**src/rtl/store_buffer_pkg.sv**
```systemverilog
// Shared types and constants for the store buffer: default widths, memory
// read/write select encodings and the buffered store entry.
package store_buffer_pkg;

  localparam int unsigned DEPTH_DEF = 4;
  localparam int unsigned AW_DEF    = 8;
  localparam int unsigned DW_DEF    = 8;

  localparam logic MEM_READ  = 1'b0;
  localparam logic MEM_WRITE = 1'b1;

  typedef struct packed {
    logic [AW_DEF-1:0] addr;
    logic [DW_DEF-1:0] data;
  } sb_entry_t;

endpackage

```
**src/rtl/store_buffer_if.sv**
```systemverilog
// Execute-side load/store handshakes plus the data-memory port of the store buffer.
// master = execute stage and memory; slave = store_buffer.
interface store_buffer_if
  import store_buffer_pkg::*;
#(
    parameter int unsigned AW = AW_DEF,
    parameter int unsigned DW = DW_DEF
) ();

    logic          st_valid;
    logic          st_ready;
    logic [AW-1:0] st_addr;
    logic [DW-1:0] st_data;

    logic          ld_valid;
    logic          ld_ready;
    logic [AW-1:0] ld_addr;
    logic          ld_rvalid;
    logic [DW-1:0] ld_rdata;

    logic [AW-1:0] mem_read_addr;
    logic [AW-1:0] mem_write_addr;
    logic [DW-1:0] mem_acc;
    logic          mem_ren_wen;
    logic [DW-1:0] mem_rdata;

    logic          sb_empty;

    modport master (
        output st_valid, st_addr, st_data, ld_valid, ld_addr, mem_rdata,
        input  st_ready, ld_ready, ld_rvalid, ld_rdata,
        input  mem_read_addr, mem_write_addr, mem_acc, mem_ren_wen, sb_empty
    );

    modport slave (
        input  st_valid, st_addr, st_data, ld_valid, ld_addr, mem_rdata,
        output st_ready, ld_ready, ld_rvalid, ld_rdata,
        output mem_read_addr, mem_write_addr, mem_acc, mem_ren_wen, sb_empty
    );

endinterface

```
**src/rtl/store_buffer_sb_fifo.sv**
```systemverilog
// Store-entry FIFO: storage, wrapping pointers and occupancy count, with the whole
// storage array exported so the owner can scan buffered stores.
module sb_fifo
  import store_buffer_pkg::*;
#(
    parameter int unsigned Depth = DEPTH_DEF,
    parameter type         entry_t = sb_entry_t
) (
    input  logic                         clk,
    input  logic                         rst_n,
    input  logic                         push_i,
    input  entry_t                       push_data_i,
    input  logic                         pop_i,
    output entry_t                       head_o,
    output entry_t [Depth-1:0]           entries_o,
    output logic [$clog2(Depth)-1:0]     wr_ptr_o,
    output logic [$clog2(Depth):0]       count_o,
    output logic                         full_o,
    output logic                         empty_o
);

    localparam int unsigned PtrW = $clog2(Depth);

    entry_t [Depth-1:0] mem_q;
    logic [PtrW-1:0]    wr_ptr_q, wr_ptr_d;
    logic [PtrW-1:0]    rd_ptr_q, rd_ptr_d;
    logic [PtrW:0]      count_q, count_d;
    logic               do_push, do_pop;

    assign full_o  = (count_q == (PtrW+1)'(Depth));
    assign empty_o = (count_q == '0);

    // A full buffer refuses a push even while the head is draining.
    assign do_push = push_i && !full_o;
    assign do_pop  = pop_i && !empty_o;

    always_comb begin
        wr_ptr_d = wr_ptr_q;
        rd_ptr_d = rd_ptr_q;
        count_d  = count_q;
        if (do_push) wr_ptr_d = wr_ptr_q + PtrW'(1);
        if (do_pop)  rd_ptr_d = rd_ptr_q + PtrW'(1);
        case ({do_push, do_pop})
            2'b10:   count_d = count_q + (PtrW+1)'(1);
            2'b01:   count_d = count_q - (PtrW+1)'(1);
            default: count_d = count_q;
        endcase
    end

    always_ff @(posedge clk or negedge rst_n) begin
        if (!rst_n) begin
            wr_ptr_q <= '0;
            rd_ptr_q <= '0;
            count_q  <= '0;
        end else begin
            wr_ptr_q <= wr_ptr_d;
            rd_ptr_q <= rd_ptr_d;
            count_q  <= count_d;
        end
    end

    always_ff @(posedge clk) begin
        if (do_push) mem_q[wr_ptr_q] <= push_data_i;
    end

    assign head_o    = mem_q[rd_ptr_q];
    assign entries_o = mem_q;
    assign wr_ptr_o  = wr_ptr_q;
    assign count_o   = count_q;

endmodule

```
**src/rtl/store_buffer.sv**
```systemverilog
// Store buffer between execute and the data memory: queues stores, drains them when
// no load owns the port. STORE_BUFFER_FWD_EN enables store-to-load forwarding.
module store_buffer
  import store_buffer_pkg::*;
#(
    parameter int unsigned DEPTH = DEPTH_DEF,
    parameter int unsigned AW    = AW_DEF,
    parameter int unsigned DW    = DW_DEF
) (
    input  logic            clk,
    input  logic            rst_n,
    store_buffer_if.slave   bus
);

    localparam int unsigned PtrW = $clog2(DEPTH);

    typedef struct packed {
        logic [AW-1:0] addr;
        logic [DW-1:0] data;
    } entry_t;

    entry_t             st_entry, head;
    entry_t [DEPTH-1:0] entries;
    logic [PtrW-1:0]    wr_ptr;
    logic [PtrW:0]      count;
    logic               full, empty;
    logic               ld_fire, drain;
    logic               ld_rvalid_q;
    logic [DW-1:0]      ld_rdata_q, ld_rdata_d;

    assign st_entry = '{addr: bus.st_addr, data: bus.st_data};

    sb_fifo #(
        .Depth   (DEPTH),
        .entry_t (entry_t)
    ) u_fifo (
        .clk         (clk),
        .rst_n       (rst_n),
        .push_i      (bus.st_valid),
        .push_data_i (st_entry),
        .pop_i       (drain),
        .head_o      (head),
        .entries_o   (entries),
        .wr_ptr_o    (wr_ptr),
        .count_o     (count),
        .full_o      (full),
        .empty_o     (empty)
    );

    assign bus.st_ready = !full;
    assign bus.sb_empty = empty;

`ifdef STORE_BUFFER_FWD_EN
    assign bus.ld_ready = 1'b1;

    // Walk oldest to youngest so the youngest matching store is the one left standing.
    always_comb begin
        logic [PtrW-1:0] idx;
        idx        = '0;
        ld_rdata_d = bus.mem_rdata;
        for (int i = DEPTH - 1; i >= 0; i--) begin
            idx = wr_ptr - PtrW'(i) - PtrW'(1);
            if (((PtrW+1)'(i) < count) && (entries[idx].addr == bus.ld_addr)) begin
                ld_rdata_d = entries[idx].data;
            end
        end
    end
`else
    // Loads wait for an empty buffer, so memory always holds the latest value.
    assign bus.ld_ready = empty;
    assign ld_rdata_d   = bus.mem_rdata;

    logic unused_fwd;
    assign unused_fwd = ^{entries, wr_ptr, count};
`endif

    assign ld_fire = bus.ld_valid && bus.ld_ready;
    assign drain   = !ld_fire && !empty;

    always_comb begin
        bus.mem_ren_wen    = drain ? MEM_WRITE : MEM_READ;
        bus.mem_read_addr  = bus.ld_addr;
        bus.mem_write_addr = head.addr;
        bus.mem_acc        = head.data;
    end

    always_ff @(posedge clk or negedge rst_n) begin
        if (!rst_n) begin
            ld_rvalid_q <= 1'b0;
            ld_rdata_q  <= '0;
        end else begin
            ld_rvalid_q <= ld_fire;
            if (ld_fire) ld_rdata_q <= ld_rdata_d;
        end
    end

    assign bus.ld_rvalid = ld_rvalid_q;
    assign bus.ld_rdata  = ld_rdata_q;

endmodule

```
**src/flat_wrapper.sv**
```systemverilog
// flat-port wrapper written by rule: the top's interface ports become plain ports
module store_buffer_flat import store_buffer_pkg::*;
#(
    parameter int unsigned DEPTH = DEPTH_DEF,
    parameter int unsigned AW    = AW_DEF,
    parameter int unsigned DW    = DW_DEF
)
  (clk, rst_n, bus_st_valid, bus_st_addr, bus_st_data, bus_ld_valid, bus_ld_addr, bus_mem_rdata, bus_st_ready, bus_ld_ready, bus_ld_rvalid, bus_ld_rdata, bus_mem_read_addr, bus_mem_write_addr, bus_mem_acc, bus_mem_ren_wen, bus_sb_empty);
  store_buffer_if #(.AW(AW), .DW(DW)) bus_i ();
  input  logic clk;
  input  logic rst_n;
  input wire logic [$bits(bus_i.st_valid)-1:0] bus_st_valid;
  input wire logic [$bits(bus_i.st_addr)-1:0] bus_st_addr;
  input wire logic [$bits(bus_i.st_data)-1:0] bus_st_data;
  input wire logic [$bits(bus_i.ld_valid)-1:0] bus_ld_valid;
  input wire logic [$bits(bus_i.ld_addr)-1:0] bus_ld_addr;
  input wire logic [$bits(bus_i.mem_rdata)-1:0] bus_mem_rdata;
  output wire logic [$bits(bus_i.st_ready)-1:0] bus_st_ready;
  output wire logic [$bits(bus_i.ld_ready)-1:0] bus_ld_ready;
  output wire logic [$bits(bus_i.ld_rvalid)-1:0] bus_ld_rvalid;
  output wire logic [$bits(bus_i.ld_rdata)-1:0] bus_ld_rdata;
  output wire logic [$bits(bus_i.mem_read_addr)-1:0] bus_mem_read_addr;
  output wire logic [$bits(bus_i.mem_write_addr)-1:0] bus_mem_write_addr;
  output wire logic [$bits(bus_i.mem_acc)-1:0] bus_mem_acc;
  output wire logic [$bits(bus_i.mem_ren_wen)-1:0] bus_mem_ren_wen;
  output wire logic [$bits(bus_i.sb_empty)-1:0] bus_sb_empty;
  assign bus_i.st_valid = bus_st_valid;
  assign bus_i.st_addr = bus_st_addr;
  assign bus_i.st_data = bus_st_data;
  assign bus_i.ld_valid = bus_ld_valid;
  assign bus_i.ld_addr = bus_ld_addr;
  assign bus_i.mem_rdata = bus_mem_rdata;
  assign bus_st_ready = bus_i.st_ready;
  assign bus_ld_ready = bus_i.ld_ready;
  assign bus_ld_rvalid = bus_i.ld_rvalid;
  assign bus_ld_rdata = bus_i.ld_rdata;
  assign bus_mem_read_addr = bus_i.mem_read_addr;
  assign bus_mem_write_addr = bus_i.mem_write_addr;
  assign bus_mem_acc = bus_i.mem_acc;
  assign bus_mem_ren_wen = bus_i.mem_ren_wen;
  assign bus_sb_empty = bus_i.sb_empty;
  store_buffer #(.DEPTH(DEPTH), .AW(AW), .DW(DW)) u_core (.clk(clk), .rst_n(rst_n), .bus(bus_i));
endmodule
```
**config.mk**
```make
export PLATFORM = sky130hd
export DESIGN_NAME = store_buffer_flat
export DESIGN_NICKNAME = d
export VERILOG_FILES = /design/src/rtl/store_buffer_pkg.sv /design/src/rtl/store_buffer_if.sv /design/src/rtl/store_buffer_sb_fifo.sv /design/src/rtl/store_buffer.sv /design/src/flat_wrapper.sv
export SDC_FILE = /design/constraint.sdc
export NUM_CORES = 1
export LEC_CHECK = 0
export ABC_AREA = 1
export ABC_CLOCK_PERIOD_IN_PS = 1600
export BUFFER_PORTS_ARGS = -buffer_cell sky130_fd_sc_hd__buf_2
export CORE_MARGIN = 2
export CORE_UTILIZATION = 49
export DETAILED_ROUTE_END_ITERATION = 10
export PLACE_DENSITY = 0.72
export SLEW_MARGIN = 20
export SYNTH_ARGS = -nofsm -noshare
export SYNTH_HDL_FRONTEND = slang
export SYNTH_SLANG_ARGS = --single-unit
```
**constraint.sdc**
```tcl
create_clock -name clk -period 1.6 [get_ports clk]
set_input_delay 0 -clock clk [delete_from_list [all_inputs] [get_ports clk]]
set_output_delay 0 -clock clk [all_outputs]
set_load 0.05 [all_outputs]
```
==> results of run 1 <==
[worst min-delay path by stage]
stage | startpoint | end | slack [ns] | depth (start not counted)
after global routing | bus_ld_addr[5] | bus_mem_read_addr[5] | 0.0001 | 0
after floorplan | rst_n | u_core.bus.ld_rdata[0] | -0.30 | 0
after detailed placement | rst_n | u_core.u_fifo.wr_ptr_o[0] | -0.06 | 1
final | bus_ld_addr[3] | bus_mem_read_addr[3] | 0.00002 | 0
after global placement | rst_n | u_core.u_fifo.wr_ptr_o[1] | -0.06 | 1
after CTS | bus_ld_addr[3] | bus_mem_read_addr[3] | 0.0006 | 0
[logic make-up after synthesis]
kind of cell,count (synthesis),share of synthesized area
and+or+nand+nor,98,0.1245
DFF,80,0.6734
adders and majority gates,6,0.02395
buffers and inverters,69,0.1020
AOI/OAI and AO/OA,33,0.07112
xor gates and xnor gates,2,0.005081
[metal layers]
metal	wire length (µm)	global-route usage
met2	3434	0.3258
met1	2604	0.1936
met4	124	0.08252
met3	255	0.04430
met5	0	0
[cells in the final DEF, fill, tap and decap left out, types with 2 or more instances in the layout]
cell	n
buf_6	3
dfrtp_2	2
inv_1	40
ha_1	4
dfrtp_1	14
nand3_1	3
nand4_1	9
nand2_2	2
clkbuf_8	9
clkinv_2	3
inv_2	4
nand2_1	74
edfxtp_1	64
o211ai_1	32
inv_6	2
bufinv_16	2
dlygate4sd3_1	27
nor2_4	5
buf_4	14
buf_12	4
buf_2	54
clkbuf_4	2
nand2_4	2
[Yosys cell counts]
library cell	count
o211ai_1	32
nand2_4	1
nor2_1	4
buf_4	12
nand2_2	2
nand3_4	1
inv_4	1
xor2_1	1
nor2_4	1
fa_1	1
inv_2	3
clkinv_2	1
xnor2_1	1
inv_1	42
nand2_1	76
nand3_1	4
edfxtp_1	64
buf_2	5
buf_6	5
ha_1	5
dfrtp_1	16
nand4_1	9
o21ai_1	1
[registers in the layout, indices dropped and copies added (netlist names)]
| register | cells |
|---|---|
| u_core.u_fifo.entries_o | 64 |
| u_core.u_fifo.count_o | 3 |
| u_core.u_fifo.wr_ptr_o | 2 |
| u_core.bus.ld_rvalid | 1 |
| u_core.u_fifo.rd_ptr_q | 2 |
| u_core.bus.ld_rdata | 8 |
[critical path, stage by stage (launching register included)]
cell	delay, ns
dfrtp_1	0.41
nor2_4	0.18
nand2_4	0.07
nand2_4	0.09
ha_4	0.15
inv_4	0.04
fa_2	0.38
nand2_2	0.10
nand3_2	0.05
nand2_1	0.05
nand2_1	0.04
[repair_timing]
action / 4_1_cts / 5_1_grt
setup buffers: 4 / 4
hold buffers: 27 / 0
pin swaps: 4 / 6
endpoints found under the hold margin: 90 / 0
gates cloned: 0 / 0
endpoints found under the setup margin: 12 / 8
resized for setup: 5 / 14
[final cells by class]
type	instances	area, µm²
Sequential cell	80	2325
Fill cell	503	2303
Multi-Input combinational cell	139	852.1
Timing Repair Buffer	105	789.5
Inverter	47	185.2
Clock buffer	9	123.9
Tap cell	96	120.1
Clock inverter	7	95.09
[power breakdown]
part	leakage, nW	switching, mW	total, mW	internal [mW]
Combinational	1.06	3.34	4.81	1.46
Clock	0.110	0.720	1.60	0.880
Sequential	0.782	0.234	3.03	2.79
Total	1.96	4.30	9.44	5.14
[per-stage QoR]
stage	power, mW	hold WS [ns]	cell area [µm²]
global placement	7.438	-0.06275	3877
CTS	9.303	0.0005889	4410
detailed placement	7.559	-0.05609	3877
finish	9.436	0.00001767	4491
floorplan	6.577	-0.2956	3492
global route	10.01	0.0001205	4491
==> flow_summary.ini, run 1 <==
[layout]
drive_above_1_share = 0.3049
final_util = 0.6610
insertedDiodeCount = 0
instances_no_fill = 483
synthToLayoutAreaGrowth_pct = 30.23
nets = 424

[timing]
fin_crit_ns = 1.667
fmax_ghz = 0.6000
drv_slew = 0
rsz0062_at_grt = true
period_share = 1.042
tightestPinTransition_ns = 0.3806
setup_violations = 2
fin_worst_skew_ns = 0.009959
fin_ws_ns = -0.06660
setup_tns_ns = -0.08306
slew_headroom = 0.7462
hold_violations = 0

[clock_tree]
cts_made_buffers = 9
root_buffer = clkbuf_8
insertion_delay_ns = 0.35
cts_tree = yes
clock-sinks = 80
cts_max_path_buffers = 2
clk_pin_slew_ns = 0.08
cts_max_level = 3

[place]
io_buffers = 56
post-place-ws_ns = 0.001308
place_inst = 432
gp_congestion = 0.7981
dp_hpwl_um = 3946

[routing]
viasPerCell = 4.830
wirelength_um = 6418
drc = 0
drtIter0Drc = 93
vias = 2333
ant_nets = 0
routedWlPerCell_um = 13.29
dr.pass1.iters = 4

[global_routing]
grt_pass1_vias = 2310
grtUsageTotal = 0.1783
grt_antenna_before_repair = 0
grt_pass1_wl_um = 10180
grt_overflow = 0
grt_max_degree = 39

[setup_path]
reg2reg_setup_slack_ns = -0.07
ff2ff_path_depth = 10
rr_endpoint = u_core.u_fifo.count_o[2]
endpoint = u_core.u_fifo.count_o[2]
r2r-start = u_core.u_fifo.count_o[0]
startpoint = u_core.u_fifo.count_o[0]
cp-start-kind = flop
crit_arrival_ns = 1.91
cp_max_fo = 2
endpoint_kind = flop
worstPathRequired_ns = 1.85
critPathKind = flop to flop

[pwr]
ir_worst_vdd_uv = 1594
p_leak_nw = 1.956
power_density_nw_per_um2 = 2101

[synthesis]
synth-seq-cells = 80
yosys_warnings = 0
yosysUniqueCellTypes = 23
synthTopCellsByArea = edfxtp_1 (56%), dfrtp_1 (12%), nand2_1 (8.3%)
yosysTopAreaCell = edfxtp_1
syn_avg_cell_area_um2 = 11.97
seq_area_frac_synth = 0.6734
netlist_area_um2 = 3448
synthCells = 288
syn_nets = 330
yosysTopAreaCellShare = 0.5573

[worst_hold_path]
hold_class = primary input to output pin

[outcome]
violations = setup timing
status = finished with violations

[die]
fp.dieArea_um2 = 7725
die_w_um = 87.89
initial_core_util = 0.5076
die_height_um = 87.89
coreArea_um2 = 6794
num_rows = 30
pin_count = 73

[flow_run]
max_cap_violations = 0
Power figures use the tool's default switching activity.
==> inputs of run 2 (changes only) <==
Settings changed: CORE_MARGIN 2 to default, SETUP_SLACK_MARGIN from default to 0.15, TNS_END_PERCENT from default to 30.
==> flow_summary.ini, run 2 (synthesized netlist as in run 1, its figures left out) <==
[layout]
largest_reg_flops = 64
mostFrequentLayoutCells = nand2_1 (66), edfxtp_1 (64), inv_1 (40)
final_util = 0.7041
synthToLayoutAreaGrowth_pct = 38.72
seq_area_um2 = 2323
layout_commonest_cell = nand2_1
nets = 428
insertedDiodeCount = 0
drive_above_1_share = 0.3248
fill_cells = 457
multi_input_area_um2 = 887.1

[timing]
tightestPinTransition_ns = 0.3748
slew_headroom = 0.7501
setup_tns_ns = -0.08885
rsz0062_at_grt = true
drv_slew = 0
fmax_ghz = 0.6081
fin_crit_ns = 1.644
setup_violations = 2
fin_ws_ns = -0.04444
hold_violations = 0
fin_worst_skew_ns = 0.01020
period_share = 1.028

[worst_hold_path]
hold_end = bus_mem_read_addr[1]
hold_class = primary input to output pin
min_path_cells = 0
worstHoldStart = bus_ld_addr[1]

[routing]
drc = 0
dr.pass1.iters = 4
viasPerCell = 4.817
drtIter0Drc = 105
routedWlPerCell_um = 14.47
vias = 2346
ant_nets = 0
wirelength_um = 7047

[setup_path]
cp-start-kind = flop
ff2ff_path_depth = 10
critPathKind = flop to flop
cp_max_fo = 2
max_stage_delay_ns = 0.43
worstPathRequired_ns = 1.84
r2r-start = u_core.u_fifo.count_o[1]
path_cells = nor2_4 -> nand2_4 -> nand2_4 -> ha_4 -> inv_4 -> fa_2 -> nand2_2 -> nand3_2 -> nand2_1 -> nand2_1
crit_family = simple AND/OR/NAND/NOR gates
crit_arrival_ns = 1.89
endpoint_kind = flop
rr_endpoint = u_core.u_fifo.count_o[2]
slowest_stage = dfrtp_1
critPathBufInv = 1
reg2reg_setup_slack_ns = -0.04

[flow_run]
max_cap_violations = 0

[global_routing]
grt_pass1_vias = 2243
grt_max_degree = 40
grt_overflow = 0
grt_pass1_wl_um = 10310
grtUsageTotal = 0.1908
grt_antenna_before_repair = 0

[die]
num_rows = 30
die_w_um = 85.89
fp.dieArea_um2 = 7377
coreArea_um2 = 6794
die_height_um = 85.89
pin_count = 73
initial_core_util = 0.5076

[clock_tree]
cts_max_path_buffers = 2
cts_max_level = 3
insertion_delay_ns = 0.36
root_buffer = clkbuf_8
clk_pin_slew_ns = 0.07
clock-sinks = 80
cts_made_buffers = 9
cts_tree = yes

[outcome]
status = finished with violations
violations = setup timing

[pwr]
power_density_nw_per_um2 = 2201
p_leak_nw = 2.079
ir_worst_vdd_uv = 1492
fin_total_pwr_mw = 10.53

[place]
gp_congestion = 0.7239
io_buffers = 56
dp_hpwl_um = 3691
[run 2: changes by cell type in the layout (fill, tap and decap cells not counted), moves of 3 or more]
| cell | previous run | this run |
|---|---|---|
| buf_6 | 3 | 20 |
| nand2_4 | 2 | 5 |
| clkbuf_16 | 0 | 4 |
| nand2_1 | 74 | 66 |
| nand2_2 | 2 | 7 |
| buf_8 | 1 | 4 |
| buf_2 | 54 | 37 |
| buf_4 | 14 | 11 |
[run 2: cell type report]
class                   instances  area share
clock buffers                  13     0.03322
clock inverters                 3     0.01360
inverters                      47     0.03871
multi-input cells             139      0.1855
flip-flops and latches         80      0.4857
well taps                      96     0.02511
repair buffers                109      0.2182
[run 2: metrics by stage]
stage          area, µm²  hold WS [ns]  worst slack (ns)  instances
2_1_floorplan       3492       -0.2956           -0.1126        288
3_3_place_gp        3877      -0.06943           0.05060        432
3_5_place_dp        3877      -0.06022         -0.004053        432
4_1_cts             4511     0.0003409          -0.04886        479
5_1_grt             4783    0.00009764          -0.09552        487
6_report            4783    0.00002197          -0.04444        487
[run 2: worst max path at each step]
stage	start	end	slack, ns	depth (start not counted)
2_1_floorplan	u_core.u_fifo.count_o[0]	u_core.u_fifo.count_o[1]	-0.11	7
3_3_place_gp	u_core.u_fifo.count_o[0]	u_core.u_fifo.count_o[1]	0.05	7
3_5_place_dp	u_core.u_fifo.count_o[1]	u_core.u_fifo.count_o[1]	-0.004	7
4_1_cts	u_core.u_fifo.count_o[0]	u_core.u_fifo.count_o[1]	-0.05	7
5_1_grt	u_core.u_fifo.count_o[1]	u_core.u_fifo.count_o[2]	-0.1	10
6_report	u_core.u_fifo.count_o[1]	u_core.u_fifo.count_o[2]	-0.04	10
[run 2: timing repair]
item,4_1_cts,5_1_grt
buffers inserted,4,3
hold buffers,27,0
gates resized for setup,33,45
hold endpoints to repair,90,0
pin swaps,4,39
cloned,0,5
setup endpoints to repair,21,85
[run 2: metal layers]
layer,vias up,part of all wire,global-route usage
li1,1159,-,-
met3,12,0.037,0.04524
met1,1114,0.42,0.2164
met2,61,0.53,0.3297
met4,0,0.019,0.1106
met5,-,0,0
[run 2: where the power goes]
part,leakage (nW),switching [mW],internal [mW]
Sequential,0.783,0.280,2.79
Combinational,1.18,3.61,2.20
Clock,0.114,0.686,0.963
Total,2.08,4.57,5.95
==> inputs of run 3 (changes only) <==
==> constraint.sdc (replaced) <==
create_clock -name clk -period 1.6 [get_ports clk]
set_input_delay 0 -clock clk [delete_from_list [all_inputs] [get_ports clk]]
set_output_delay 0 -clock clk [all_outputs]
set_load 0.01 [all_outputs]
==> flow_summary.ini, run 3 (synthesized netlist as in run 1, its figures left out) <==
[worst_hold_path]
worstHoldStart = bus_ld_addr[1]
hold_class = primary input to output pin

[routing]
viasPerCell = 4.802
routedWlPerCell_um = 13.25
wirelength_um = 6441
ant_nets = 0
drc = 0
drtIter0Drc = 59
dr.pass1.iters = 4
vias = 2334

[timing]
setup_tns_ns = 0
hold_violations = 0
fin_worst_skew_ns = 0.009535
fin_hold_ws_ns = 0.000004447
setup_violations = 0
rsz0062_at_grt = true
slew_headroom = 0.7578
drv_slew = 0
tightestPinTransition_ns = 0.3633
fin_crit_ns = 1.585
period_share = 0.9908
fmax_ghz = 0.6308

[setup_path]
cp_common_cell = nand2_1
r2r-start = u_core.u_fifo.count_o[0]
critPathBufInv = 1
max_stage_delay_ns = 0.41
cp_max_fo = 2
slowest_stage = dfrtp_1
endpoint_kind = flop
critPathKind = flop to flop
crit_arrival_ns = 1.82
startpoint = u_core.u_fifo.count_o[0]
path_cells = nor2_4 -> nand2_4 -> nand2_4 -> ha_4 -> inv_2 -> fa_2 -> nand2_1 -> nand3_1 -> nand2_1 -> nand2_1
cp-start-kind = flop
worstPathRequired_ns = 1.84
crit_family = simple AND/OR/NAND/NOR gates

[die]
die_height_um = 85.89
initial_core_util = 0.5076
pin_count = 73
coreArea_um2 = 6794
num_rows = 30
fp.dieArea_um2 = 7377
die_w_um = 85.89

[layout]
insertedDiodeCount = 0
drive_above_1_share = 0.3026
layout_commonest_cell = nand2_1
mostFrequentLayoutCells = nand2_1 (73), edfxtp_1 (64), buf_2 (53)
largest_reg_flops = 64
nets = 427
synthToLayoutAreaGrowth_pct = 29.54
instances_no_fill = 486

[pwr]
p_leak_nw = 1.954
power_density_nw_per_um2 = 1767
ir_worst_vdd_uv = 1065

[place]
place_inst = 435
gp_congestion = 0.7554
io_buffers = 56
dp_hpwl_um = 3906

[clock_tree]
cts_max_path_buffers = 2
cts_tree = yes
cts_made_buffers = 9
clk_pin_slew_ns = 0.08
cts_max_level = 3
clock-sinks = 80
root_buffer = clkbuf_8
insertion_delay_ns = 0.34

[global_routing]
grtUsageTotal = 0.1822
grt_max_degree = 53
grt_pass1_wl_um = 10010
grt_antenna_before_repair = 0
grt_overflow = 0
grt_pass1_vias = 2239

[outcome]
status = finished clean

[flow_run]
max_cap_violations = 0
[run 3: power breakdown]
group | total, mW | internal [mW] | switching (mW)
sequential | 3.06 | 2.79 | 0.264
clock | 1.41 | 0.719 | 0.695
combinational | 3.42 | 1.51 | 1.91
total | 7.89 | 5.03 | 2.86
[run 3: cell type report]
| cell class | instances | area [µm²] |
|---|---|---|
| inverter | 47 | 187.7 |
| tap | 96 | 120.1 |
| clock inverter | 5 | 57.56 |
| sequential | 80 | 2325 |
| timing repair buffer | 108 | 815.8 |
| clock buffer | 11 | 131.4 |
| fill | 503 | 2327 |
| multi-input combinational | 139 | 829.5 |
[run 3: stage by stage]
stage | power [mW] | setup slack [ns] | area [µm²] | util
global route | 8.406 | -0.04668 | 4467 | 0.6575
finish | 7.891 | 0.01468 | 4467 | 0.6575
global placement | 6.011 | -0.03133 | 3875 | 0.5704
CTS | 7.647 | 0.0007545 | 4369 | 0.6431
floorplan | 5.146 | -0.01111 | 3492 | -
detailed placement | 6.107 | -0.09270 | 3875 | 0.5704
[run 3: what timing repair did]
item | CTS | global route
resized for setup | 2 | 14
hold buffers | 27 | 0
buffers inserted | 4 | 3
pin swaps | 1 | 19
gates cloned | 0 | 1
setup endpoints to repair | 56 | 31
hold endpoints to repair | 90 | 0
[run 3: routing by layer]
layer	up-vias	track usage	share of wire	wire length (µm)
met3	12	0.04716	0.059	377
met1	1095	0.2059	0.40	2588
met2	73	0.3232	0.52	3351
met4	0	0.08333	0.019	124
li1	1154	-	-	-
met5	-	0	0	0
[run 3: path summary, 6_finish.rpt]
kind                                             endpoint  slack [ns]  cells after the start
worst max-delay path             u_core.u_fifo.count_o[2]        0.01                     10
worst min-delay path                 bus_mem_read_addr[1]    0.000004                      0
worst max register to register   u_core.u_fifo.count_o[2]        0.01                     10
worst min register to register     u_core.bus.ld_rdata[6]        0.48                      2
max in group asynchronous       u_core.u_fifo.rd_ptr_q[0]        1.21                      2
min in group asynchronous          u_core.bus.ld_rdata[4]        0.10                      2
